===== src/rtl/serial_subtractor.sv =====
// ============================================================================
// serial_subtractor : bit-serial WIDTH-bit a - b - bin, LSB first, with a
// start/busy/done handshake. Optional macro SUB_SIGNED_OVF_EN adds ovf.
// Revision: 1.0
// ============================================================================
`default_nettype none

module serial_subtractor #(
    parameter int WIDTH = 8
) (
    input  logic             clk,
    input  logic             rst_n,
    input  logic             start,
    input  logic [WIDTH-1:0] a,
    input  logic [WIDTH-1:0] b,
    input  logic             bin,
    output logic             busy,
    output logic             done,
    output logic [WIDTH-1:0] diff,
    output logic             bout
`ifdef SUB_SIGNED_OVF_EN
    ,
    output logic             ovf
`endif
);

    localparam int CNT_W = (WIDTH > 1) ? $clog2(WIDTH) : 1;
    localparam logic [CNT_W-1:0] LAST_BIT = CNT_W'(WIDTH - 1);

    generate
        if (WIDTH < 2 || WIDTH > 64) begin : g_bad_width
            $error("serial_subtractor: WIDTH must be in 2..64");
        end
    endgenerate

    typedef enum logic [1:0] {
        S_IDLE = 2'd0,
        S_RUN  = 2'd1,
        S_DONE = 2'd2
    } state_t;

    state_t             state_q;
    logic [WIDTH-1:0]   a_sr_q;
    logic [WIDTH-1:0]   b_sr_q;
    logic               borrow_q;
    logic [CNT_W-1:0]   cnt_q;
    logic               busy_q;
    logic               done_q;
    logic [WIDTH-1:0]   diff_q;
    logic               bout_q;
`ifdef SUB_SIGNED_OVF_EN
    logic               ovf_q;
`endif

    // Full-subtractor cell on the current LSBs and the running borrow.
    logic               x_bit;
    logic               y_bit;
    logic               diff_bit_d;
    logic               borrow_d;
    logic [WIDTH-1:0]   result_d;

    assign x_bit      = a_sr_q[0];
    assign y_bit      = b_sr_q[0];
    assign diff_bit_d = x_bit ^ y_bit ^ borrow_q;
    assign borrow_d   = (~x_bit & y_bit) | (~(x_bit ^ y_bit) & borrow_q);

    // The minuend register doubles as the result accumulator: each consumed
    // bit frees the MSB slot that receives the new difference bit.
    assign result_d   = {diff_bit_d, a_sr_q[WIDTH-1:1]};

    always_ff @(posedge clk or negedge rst_n) begin
        if (!rst_n) begin
            state_q  <= S_IDLE;
            a_sr_q   <= '0;
            b_sr_q   <= '0;
            borrow_q <= 1'b0;
            cnt_q    <= '0;
            busy_q   <= 1'b0;
            done_q   <= 1'b0;
            diff_q   <= '0;
            bout_q   <= 1'b0;
`ifdef SUB_SIGNED_OVF_EN
            ovf_q    <= 1'b0;
`endif
        end else begin
            case (state_q)
                S_IDLE: begin
                    done_q <= 1'b0;
                    if (start) begin
                        a_sr_q   <= a;
                        b_sr_q   <= b;
                        borrow_q <= bin;
                        cnt_q    <= '0;
                        busy_q   <= 1'b1;
                        state_q  <= S_RUN;
                    end
                end
                S_RUN: begin
                    a_sr_q   <= result_d;
                    b_sr_q   <= b_sr_q >> 1;
                    borrow_q <= borrow_d;
                    cnt_q    <= cnt_q + 1'b1;
                    if (cnt_q == LAST_BIT) begin
                        diff_q  <= result_d;
                        bout_q  <= borrow_d;
`ifdef SUB_SIGNED_OVF_EN
                        // borrow_q here is the borrow into the MSB.
                        ovf_q   <= borrow_q ^ borrow_d;
`endif
                        busy_q  <= 1'b0;
                        done_q  <= 1'b1;
                        state_q <= S_DONE;
                    end
                end
                S_DONE: begin
                    done_q  <= 1'b0;
                    state_q <= S_IDLE;
                end
                default: begin
                    busy_q  <= 1'b0;
                    done_q  <= 1'b0;
                    state_q <= S_IDLE;
                end
            endcase
        end
    end

    assign busy = busy_q;
    assign done = done_q;
    assign diff = diff_q;
    assign bout = bout_q;
`ifdef SUB_SIGNED_OVF_EN
    assign ovf  = ovf_q;
`endif

endmodule

`default_nettype wire

===== config.mk =====
export PLATFORM = sky130hd
export DESIGN_NAME = serial_subtractor
export DESIGN_NICKNAME = d
export VERILOG_FILES = /design/src/rtl/serial_subtractor.sv
export SDC_FILE = /design/constraint.sdc
export NUM_CORES = 1
export LEC_CHECK = 0
export ABC_AREA = 1
export CAP_MARGIN = 10
export CORE_MARGIN = 3
export CORE_UTILIZATION = 55
export DETAILED_ROUTE_END_ITERATION = 10
export PLACE_DENSITY = 0.84
export SLEW_MARGIN = 25
export SYNTH_ARGS = -nofsm -noshare
export SYNTH_HDL_FRONTEND = slang
export SYNTH_SLANG_ARGS = --single-unit

===== constraint.sdc =====
create_clock -name clk -period 4.7 [get_ports clk]
set_clock_uncertainty 0.2 [all_clocks]
set_input_delay 0.47 -clock clk [delete_from_list [all_inputs] [get_ports clk]]
set_output_delay 0.47 -clock clk [all_outputs]
set_load 0.03 [all_outputs]

==> impl_metrics.json <==
{
  "vias_in_the_first_global_route": 1180,
  "antenna_left": 0,
  "drcViolationCount": 0,
  "drt_iter0_drc": 44,
  "die_area_um2": 3680,
  "tightest_slew_ps": 569,
  "hold_viol_final": 0,
  "power_density_nw_per_um2": 656,
  "worst-endpoint-arrival_ps": 1370,
  "cts_root_buf": "sky130_fd_sc_hd__clkbuf_4",
  "netlist_area_um2": 1650,
  "area_growth_pct": 20.4,
  "design.core.area_um2": 2810,
  "slew_violations": 0,
  "clock_pin_slew_worst_setup_and_hold_paths_ps": 110,
  "met2_length_mm": 1.40,
  "synthesized_instance_count": 198,
  "clock_tree_buffer_depth": 2,
  "cts_tree": "yes",
  "route.detailed.vias_per_inst": 5.00,
  "path_class": "reg -> out",
  "setup_tns_ps": 0,
  "post_cts_setup_inserts": 0,
  "drt-pass1-iter-count": 5,
  "level_count_of_the_clock_h_tree": 2,
  "antennaDiodeCount": 0,
  "finalPower_uw": 1300,
  "ys_types": 20,
  "required_time_of_the_worst_setup_path_ps": 4030,
  "synth_top_flop_cell": "sky130_fd_sc_hd__dfrtp_1",
  "final_design_area_no_fill_um2": 1980,
  "synth_seq_cells": 33,
  "startpoint_kind_of_the_worst_setup_timing_path": "flop",
  "die_width_um": 60.7,
  "worst_path_dominant_cell_family": "buffers and inverters",
  "worstSkewPairLatency_ps": 330,
  "layout.cells.non_filler": 260,
  "syn_nets": 221,
  "route.final.wire_length_mm": 3.04,
  "ys_seq_area_share_pct": 50.2,
  "most-common-layout-cells": "60 x sky130_fd_sc_hd__nand2_1, 34 x sky130_fd_sc_hd__nand3_1, 33 x sky130_fd_sc_hd__dfrtp_1",
  "path_cells": "clkdlybuf4s50_1",
  "initial_utilization_pct": 58.7,
  "detailed_place_hpwl_mm": 2.13,
  "topRoutingLayerUsed": "met4",
  "gpl.final_weighted_congestion": 0.788,
  "rsz0062_at_grt": "false",
  "met3RoutedLength_um": 157,
  "crit_path_end_kind": "output port",
  "p_leak_uw": 0.00106,
  "synth_area_per_cell_um2": 8.31,
  "period_share_pct": 43.4,
  "cpPeakStageDelay_ps": 670,
  "yosysWarningCount": 0,
  "post_cts_hold_buffer_count": 0,
  "die_h_um": 60.7,
  "cell_taking_the_most_area_after_synthesis": "sky130_fd_sc_hd__dfrtp_1",
  "routed-via-count": 1299,
  "yosysTopAreaCellShare_pct": 50.2,
  "drt-met1-wl_mm": 1.42,
  "cts.sink_count": 33,
  "tritoncts.num_buffers": 5,
  "groute.usage.overall_pct": 18.3,
  "initial_antenna_violation_count": 0,
  "grt_overflow": 0,
  "post_synth_main_area_contributors": "sky130_fd_sc_hd__dfrtp_1 50%, sky130_fd_sc_hd__nand2_1 14%, sky130_fd_sc_hd__nand3_1 10%",
  "final-setup-viol-count": 0,
  "final_common_cell": "sky130_fd_sc_hd__nand2_1",
  "worst-path-max-fanout": 2,
  "cts_resized": 0,
  "port-buffer-count": 30,
  "maxClockFrequency_ghz": 0.491,
  "peakVddDrop_mv": 0.354,
  "max-slew-margin-rel_pct": 62.0,
  "worstHoldPathType": "reg -> reg",
  "final.min_clock_period_ps": 2040,
  "cap_viol_max_count": 0,
  "detailed_place.area_um2": 1930,
  "placement_rows": 19,
  "count_of_buffer_and_inverter_cells_on_the_critical_path": 1,
  "grt_start_max_net_pins": 34,
  "top_level_ports": 31,
  "wire_length_of_the_first_global_routing_pass_mm": 4.95,
  "timing.critical_path.slowest_stage_cell": "sky130_fd_sc_hd__clkdlybuf4s50_1",
  "fin_nets": 251,
  "wl_per_cell_um": 11.7,
  "dp_cells": 252,
  "synth-edff-count": 0,
  "synth_async_sr_flop_share_pct": 100,
  "status": "complete, no violations",
  "finalCoreUtilization_pct": 70.6,
  "share_of_cells_above_drive_strength_1_pct": 11.4
}
-- stage by stage --
step / setup slack, ps / hold slack, ps
final: 2660 / 287
after global placement: 2840 / 262
after floorplan: 3240 / -25.6
after detailed placement: 2780 / 267
after global routing: 2580 / 309
after CTS: 2650 / 290
-- registers in the layout, summed over array words and instances, names as in the netlist --
signal    flops
borrow_q      1
bout          1
busy          1
diff          8
a_sr_q        8
done          1
state_q       2
b_sr_q        8
cnt_q         3
-- final cells by class --
class,instances,area (um2)
clock buffer,6,41.3
timing repair buffer,31,308
tap,31,38.8
fill,233,825
multi-input combinational,123,624
clock inverter,2,10.0
inverter,34,133
sequential,33,826
-- synthesized netlist by cell type, types with 2 or more instances --
cell type                  n
sky130_fd_sc_hd__dfrtp_1  33
sky130_fd_sc_hd__inv_2     2
sky130_fd_sc_hd__ha_1      2
sky130_fd_sc_hd__nor2_1    9
sky130_fd_sc_hd__nand3_1  34
sky130_fd_sc_hd__buf_6     3
sky130_fd_sc_hd__o21ai_2   9
sky130_fd_sc_hd__nand2_1  60
sky130_fd_sc_hd__nand2_4   3
sky130_fd_sc_hd__buf_2     2
sky130_fd_sc_hd__buf_4     2
sky130_fd_sc_hd__inv_1    31
-- worst paths after layout --
check | startpoint | end | slack, ps | cells after the start
max | done | done | 2660 | 1
max reg2reg | state_q[0] | b_sr_q[6] | 2740 | 5
min reg2reg | diff[2] | diff[2] | 290 | 2
min in group asynchronous | rst_n | diff[4] | 320 | 2
max in group asynchronous | rst_n | b_sr_q[7] | 3680 | 2
min | diff[2] | diff[2] | 290 | 2
-- per-layer routing --
| metal | vias to the layer above | GRT usage, % |
|---|---|---|
| met5 | - | 0 |
| met4 | 0 | 8.36 |
| met3 | 6 | 4.26 |
| met2 | 35 | 28.7 |
| met1 | 593 | 24.1 |
| li1 | 665 | - |
-- power breakdown --
part	total, uW	internal (uW)	switching [uW]	leakage (uW)
logic	637	254	383	0.000627
registers	511	419	91.8	0.000402
clock network	152	56.9	95.3	0.0000320
-- cells by family (layout without fill, tap and decap cells) --
family / after synthesis / count (layout) / share of synthesized area [%]
buf+inv: 42 / 73 / 11.9
simple gates: 108 / 108 / 29.2
compound gates: 12 / 12 / 6.01
fa+ha+maj: 3 / 3 / 2.74
flops: 33 / 33 / 50.2
Power figures use the tool's default switching activity.
